[src/rtl/spi_slave_bank.sv]
// SPI slave that shifts master words into a MOSI register bank and serves words from a processor-written MISO bank.
// Build macro SPI_SLAVE_BANK_BURST_EN enables header-B burst transfers with address auto-increment.
`timescale 1ns/1ps
module spi_slave_bank #(
    parameter int DATA_W = 32,
    parameter int ADDR_W = 4,
    parameter bit CPOL   = 1'b0
) (
    input  logic              Clk,
    input  logic              Reset_n,
    input  logic              SPI_CLK,
    input  logic              SPI_CS,
    input  logic              SPI_MOSI,
    output logic              SPI_MISO,
    input  logic              Data_WE,
    input  logic [31:0]       Data_Addr_write,
    input  logic [31:0]       Data_Addr_read,
    input  logic [DATA_W-1:0] Data_Write,
    output logic [DATA_W-1:0] Data_Read,
    output logic              Mosi_Wr_Pulse,
    output logic [ADDR_W-1:0] Mosi_Wr_Addr,
    output logic              Frame_Done
);

    localparam int            DEPTH     = 1 << ADDR_W;
    localparam logic [5:0]    HDR_BITS  = 6'd8;
    localparam logic [5:0]    WORD_BITS = 6'(DATA_W);

    typedef enum logic [1:0] {IDLE, HDR, DATA, HOLD} state_t;

    state_t              state, state_nxt;
    logic                sclk_p0, sclk_p1, sclk_p2;
    logic                cs_p0, cs_p1;
    logic                mosi_p0, mosi_p1;
    logic                vld_p0, vld_p1;
    logic                armed;
    logic                lead, trail, word_end;
    logic [5:0]          cnt;
    logic [DATA_W-1:0]   rx_sr, tx_sr;
    logic [ADDR_W-1:0]   addr;
    logic                wr_en, hdr_seen, miso_r;
    logic [DATA_W-1:0]   wr_data_p0;
    logic                burst;
    logic [DATA_W-1:0]   miso_ram [DEPTH];
    logic [DATA_W-1:0]   mosi_ram [DEPTH];

    // ---- stage p0/p1: synchronisers; p2 holds the previous SPI_CLK for edge detection
    always_ff @(posedge Clk) begin
        if (!Reset_n) begin
            sclk_p0 <= CPOL;
            sclk_p1 <= CPOL;
            sclk_p2 <= CPOL;
            cs_p0   <= 1'b1;
            cs_p1   <= 1'b1;
            vld_p0  <= 1'b0;
            vld_p1  <= 1'b0;
            armed   <= 1'b0;
        end else begin
            sclk_p0 <= SPI_CLK;
            sclk_p1 <= sclk_p0;
            sclk_p2 <= sclk_p1;
            cs_p0   <= SPI_CS;
            cs_p1   <= cs_p0;
            vld_p0  <= 1'b1;
            vld_p1  <= vld_p0;
            // A frame is only accepted once a genuine CS-high has been seen since reset
            if (vld_p1 && cs_p1)
                armed <= 1'b1;
        end
    end

    always_ff @(posedge Clk) begin
        mosi_p0 <= SPI_MOSI;
        mosi_p1 <= mosi_p0;
    end

    assign lead     = (sclk_p1 != sclk_p2) && (sclk_p1 != CPOL);
    assign trail    = (sclk_p1 != sclk_p2) && (sclk_p1 == CPOL);
    assign word_end = (state == DATA) && lead && (cnt == WORD_BITS - 6'd1);

    always_ff @(posedge Clk) begin
        if (!Reset_n)
            state <= IDLE;
        else
            state <= state_nxt;
    end

    always_comb begin
        state_nxt = state;
        case (state)
            IDLE: if (armed && !cs_p1) state_nxt = HDR;
            HDR: begin
                if (cs_p1)
                    state_nxt = IDLE;
                else if (trail && cnt == HDR_BITS)
                    state_nxt = DATA;
            end
            DATA: begin
                if (cs_p1)
                    state_nxt = IDLE;
                else if (word_end && !burst)
                    state_nxt = HOLD;
            end
            HOLD: if (cs_p1) state_nxt = IDLE;
            default: state_nxt = IDLE;
        endcase
    end

`ifdef SPI_SLAVE_BANK_BURST_EN
    logic [ADDR_W-1:0] addr_inc;
    assign addr_inc = addr + ADDR_W'(1);
`else
    assign burst = 1'b0;
`endif

    // ---- shift datapath, driven by the detected SPI edges
    always_ff @(posedge Clk) begin
        if (!Reset_n) begin
            cnt           <= '0;
            rx_sr         <= '0;
            tx_sr         <= '0;
            addr          <= '0;
            wr_en         <= 1'b0;
            hdr_seen      <= 1'b0;
            miso_r        <= 1'b0;
            wr_data_p0    <= '0;
            Mosi_Wr_Pulse <= 1'b0;
            Mosi_Wr_Addr  <= '0;
            Frame_Done    <= 1'b0;
`ifdef SPI_SLAVE_BANK_BURST_EN
            burst         <= 1'b0;
`endif
        end else begin
            Mosi_Wr_Pulse <= 1'b0;
            Frame_Done    <= (state != IDLE) && cs_p1 && hdr_seen;
            case (state)
                IDLE: begin
                    cnt      <= '0;
                    rx_sr    <= '0;
                    tx_sr    <= '0;
                    addr     <= '0;
                    hdr_seen <= 1'b0;
                    miso_r   <= 1'b0;
                end
                HDR: if (!cs_p1) begin
                    if (lead && cnt < HDR_BITS) begin
                        rx_sr <= {rx_sr[DATA_W-2:0], mosi_p1};
                        cnt   <= cnt + 6'd1;
                        if (cnt == HDR_BITS - 6'd1)
                            hdr_seen <= 1'b1;
                    end else if (trail && cnt == HDR_BITS) begin
                        wr_en  <= rx_sr[7];
`ifdef SPI_SLAVE_BANK_BURST_EN
                        burst  <= rx_sr[6];
`endif
                        addr   <= rx_sr[ADDR_W-1:0];
                        tx_sr  <= miso_ram[rx_sr[ADDR_W-1:0]];
                        miso_r <= miso_ram[rx_sr[ADDR_W-1:0]][DATA_W-1];
                        rx_sr  <= '0;
                        cnt    <= '0;
                    end
                end
                DATA: if (!cs_p1) begin
                    if (lead && cnt < WORD_BITS) begin
                        rx_sr <= {rx_sr[DATA_W-2:0], mosi_p1};
                        cnt   <= cnt + 6'd1;
                        if (word_end) begin
                            if (wr_en) begin
                                Mosi_Wr_Pulse <= 1'b1;
                                Mosi_Wr_Addr  <= addr;
                                wr_data_p0    <= {rx_sr[DATA_W-2:0], mosi_p1};
                            end
                            if (!burst)
                                miso_r <= 1'b0;
                        end
                    end else if (trail) begin
`ifdef SPI_SLAVE_BANK_BURST_EN
                        if (cnt == WORD_BITS) begin
                            addr   <= addr_inc;
                            tx_sr  <= miso_ram[addr_inc];
                            miso_r <= miso_ram[addr_inc][DATA_W-1];
                            cnt    <= '0;
                        end else begin
                            tx_sr  <= {tx_sr[DATA_W-2:0], 1'b0};
                            miso_r <= tx_sr[DATA_W-2];
                        end
`else
                        tx_sr  <= {tx_sr[DATA_W-2:0], 1'b0};
                        miso_r <= tx_sr[DATA_W-2];
`endif
                    end
                end
                HOLD: miso_r <= 1'b0;
                default: miso_r <= 1'b0;
            endcase
        end
    end

    assign SPI_MISO = miso_r;

    // ---- register banks; the MOSI commit lands one Clk after its pulse
    always_ff @(posedge Clk) begin
        if (!Reset_n) begin
            for (int i = 0; i < DEPTH; i++)
                miso_ram[i] <= '0;
        end else if (Data_WE) begin
            miso_ram[Data_Addr_write[ADDR_W+1:2]] <= Data_Write;
        end
    end

    always_ff @(posedge Clk) begin
        if (!Reset_n) begin
            for (int i = 0; i < DEPTH; i++)
                mosi_ram[i] <= '0;
        end else if (Mosi_Wr_Pulse) begin
            mosi_ram[Mosi_Wr_Addr] <= wr_data_p0;
        end
    end

    assign Data_Read = mosi_ram[Data_Addr_read[ADDR_W+1:2]];

    logic unused_bits;
    assign unused_bits = ^{Data_Addr_write[31:ADDR_W+2], Data_Addr_write[1:0],
                           Data_Addr_read[31:ADDR_W+2], Data_Addr_read[1:0],
                           rx_sr[DATA_W-1], tx_sr[DATA_W-1]};

endmodule

[config.mk]
export PLATFORM = sky130hd
export DESIGN_NAME = spi_slave_bank
export DESIGN_NICKNAME = d
export VERILOG_FILES = /design/src/rtl/spi_slave_bank.sv
export SDC_FILE = /design/constraint.sdc
export NUM_CORES = 2
export LEC_CHECK = 0
export CORE_MARGIN = 4
export CORE_UTILIZATION = 50
export DETAILED_ROUTE_END_ITERATION = 8
export PLACE_DENSITY = 0.76
export SLEW_MARGIN = 20
export SYNTH_ARGS = -nofsm -noshare
export SYNTH_HDL_FRONTEND = slang
export SYNTH_SLANG_ARGS = --single-unit
export TNS_END_PERCENT = 50
[constraint.sdc]
create_clock -name Clk -period 6.68 [get_ports Clk]
set_clock_uncertainty 0.05 [all_clocks]
set_input_delay 1.336 -clock Clk [delete_from_list [all_inputs] [get_ports Clk]]
set_output_delay 1.336 -clock Clk [all_outputs]
set_load 0.005 [all_outputs]
==> results.sh <==
export IMPL_outcome="complete, no violations"
export IMPL_start_kind="input port"
export IMPL_peakVddDrop_v=0.000276
export IMPL_vias_per_cell=5.85
export IMPL_cp_cell_sequence="clkbuf_8, buf_4, mux4_2, mux4_2, clkdlybuf4s50_1"
export IMPL_place_hpwl_um=70200
export IMPL_avgSynthCellArea_um2=14.8
export IMPL_drt_pass1_iter_count=5
export IMPL_gr_usage_all_layers_pct=23.5
export IMPL_ant_nets=0
export IMPL_ys_top_cells_by_area="edfxtp_1 (60%), and2_1 (13%), mux4_2 (11%), dfxtp_1 (5.1%), clkbuf_1 (1.7%)"
export IMPL_synth_top_area_share_pct=60.3
export IMPL_final_cell_mix="and2_1 (1030), edfxtp_1 (1024), mux4_2 (257)"
export IMPL_critical_path_max_stage_delay_ns=0.57
export IMPL_drc_errors=0
export IMPL_yosysUniqueCellTypes=61
export IMPL_fillCellCount=7721
export IMPL_postCtsHoldBufs=0
export IMPL_clk_latency_ns=0.68
export IMPL_synthesis_nets=3564
export IMPL_synth_main_ff_cell="edfxtp_1"
export IMPL_maxSlewHeadroom_pct=21.7
export IMPL_final_nets=3553
export IMPL_clock_sinks=1153
export IMPL_ys_warnings_count=0
export IMPL_seq_area_mm2=0.0333
export IMPL_finalSetupViolations=0
export IMPL_cts_root_buf="clkbuf_16"
export IMPL_initial_utilization_pct=50.7
export IMPL_critPathMostFrequentCell="mux4_2"
export IMPL_pin_count=141
export IMPL_crit_family="buffers and inverters"
export IMPL_first_global_vias=29500
export IMPL_clockBufferDepth=3
export IMPL_cp_arrival_ns=3.88
export IMPL_fmax_ghz=0.190
export IMPL_reg2reg_slack_ns=3.52
export IMPL_cp_num_buf_inv=3
export IMPL_layout_drive_gt1_share_pct=17.6
export IMPL_slowest_stage="mux4_2"
export IMPL_h_tree_depth=3
export IMPL_rr_endpoint="tx_sr[11]"
export IMPL_cp_max_fo=37
export IMPL_path_clk_slew_ns=0.06
export IMPL_post_cts_setup_buffers=0
export IMPL_hp_class="flip-flop to flip-flop"
export IMPL_rsz0062_at_grt="no"
export IMPL_rows=116
export IMPL_maxSlewViolCount=0
export IMPL_final_common_cell="and2_1"
export IMPL_wl_um=125000
export IMPL_dieArea_mm2=0.107
export IMPL_drt_initial_drc_count=3097
export IMPL_cts_buffers=110
export IMPL_p_leak_nw=19.5
export IMPL_syn_area_mm2=0.0510
export IMPL_grt_max_degree=78
export IMPL_endpoint_kind="output port"
export IMPL_p_per_area_mw_per_mm2=264
export IMPL_netlist_instances=3455
export IMPL_port_buffers=84
export IMPL_async_flop_share_pct=0
export IMPL_ys_seq_area_share_pct=65.3
export IMPL_die_y_um=327
export IMPL_finalHoldViolCount=0
export IMPL_period_minus_slack_ns=5.27
export IMPL_coreArea_mm2=0.101
export IMPL_period_share_pct=78.8
export IMPL_worst_pin_slew_ns=1.17
export IMPL_stdcell_area_mm2=0.0572
export IMPL_multiInputGateArea_mm2=0.0169
export IMPL_hold_depth=0
export IMPL_ys_ff_latch=1153
export IMPL_die_w_um=327
export IMPL_gp_congestion=0.775
export IMPL_grt_remaining_overflow=0
export IMPL_placedInstanceArea_mm2=0.0536
export IMPL_synthToLayoutAreaGrowth_pct=12.0
export IMPL_tns_ns=0
export IMPL_cts_resized=0
export IMPL_post_drt_wl_per_cell_um=25.5
export IMPL_whs_endpoint="mosi_p1"
export IMPL_grt_pass1_wl_um=188000
export IMPL_cap_violations=0
export IMPL_dr_total_vias=28600
export IMPL_rr_worst_depth=6
export IMPL_synth_top_area_cell="edfxtp_1"
export IMPL_antenna_found_initial=7
export IMPL_crit_type="input port to output port"
export IMPL_synth_edff_count=1024
export IMPL_cts_tree="done"
export IMPL_hold_start="mosi_p0"
export IMPL_crit_required_ns=5.29
## cell usage after synthesis, drive strengths merged, types with 3 or more instances
library cell and count:
nor3 11, mux2i 64, buf 62, nand2b 17
and4 3, a22oi 31, o22ai 3, nor2 74
nand4 6, a21oi 112, nand3 35, mux4 257
clkbuf 234, ha 7, or3 3, and3 3
nand2 186, o21ai 56, a22o 30, and2 1030
inv 11, edfxtp 1024, dfxtp 129, o31a 30
## routing by layer
layer / share of wire (%) / wire length [µm] / up-vias / track usage (%)
met4: 3.6 / 4440 / 2 / 8.02
met3: 7.2 / 8940 / 297 / 3.59
met2: 53 / 66400 / 1219 / 42.5
li1: - / - / 12600 / -
met1: 36 / 45000 / 14500 / 28.9
met5: 0.010 / 13 / - / 0
## worst max path at each step
stage / startpoint / endpoint / slack, ns / cells past startpoint
5_1_grt: Data_Addr_read[2] / Data_Read[9] / 1.25 / 5
6_report: Data_Addr_read[2] / Data_Read[9] / 1.41 / 5
4_1_cts: Data_Addr_read[2] / Data_Read[9] / 1.36 / 5
3_3_place_gp: Data_Addr_read[2] / Data_Read[20] / 1.38 / 5
2_1_floorplan: Reset_n / miso_ram[8][0] / 1.85 / 5
3_5_place_dp: Data_Addr_read[2] / Data_Read[9] / 1.37 / 5
## registers in the layout (all words and copies together), names as in the netlist, 2 cells and up, named ones only
register	count
addr	4
Mosi_Wr_Addr	4
wr_data_p0	32
state	2
miso_ram	512
cnt	6
mosi_ram	512
tx_sr	31
rx_sr	31
## power by group
part           switching [W]  internal (W)
clock                0.00264       0.00351
sequential         0.0000791       0.00812
combinational       0.000443      0.000310
## per-stage QoR
stage                     util, %  std cells  setup slack [ns]  total power (W)  hold slack [ns]
after floorplan                 -       3455              1.85          0.00877            0.260
after global placement       53.1       4686              1.38          0.00908            0.264
after detailed placement     53.2       4688              1.37          0.00911            0.268
after CTS                    56.7       4896              1.36           0.0152            0.282
after global routing         56.7       4897              1.25           0.0156            0.299
final                        56.7       4898              1.41           0.0151            0.277
## cell families (layout without fill, tap and decap cells)
logic type / after synthesis / count (layout) / share of synthesized area (%)
multiplexers: 322 / 322 / 12.6
adder cells (fa/ha/maj): 7 / 7 / 0.172
buffers and inverters: 308 / 393 / 2.41
AO/OA/AOI/OAI: 282 / 282 / 3.78
AND/OR/NAND/NOR: 1382 / 1382 / 15.7
flip-flops: 1153 / 1153 / 65.3
XOR/XNOR: 1 / 1 / 0.0172
other: 0 / 1 / 0
## layout make-up
type                       count  area share (%)
timing repair buffer         173            2.81
sequential                  1153            58.3
clock buffer                 163            5.61
clock inverter                45           0.630
inverter                      12          0.0788
antenna                        1         0.00438
multi-input combinational   1994            29.6
tap                         1357            2.97
(Power assumes the default switching activity.)
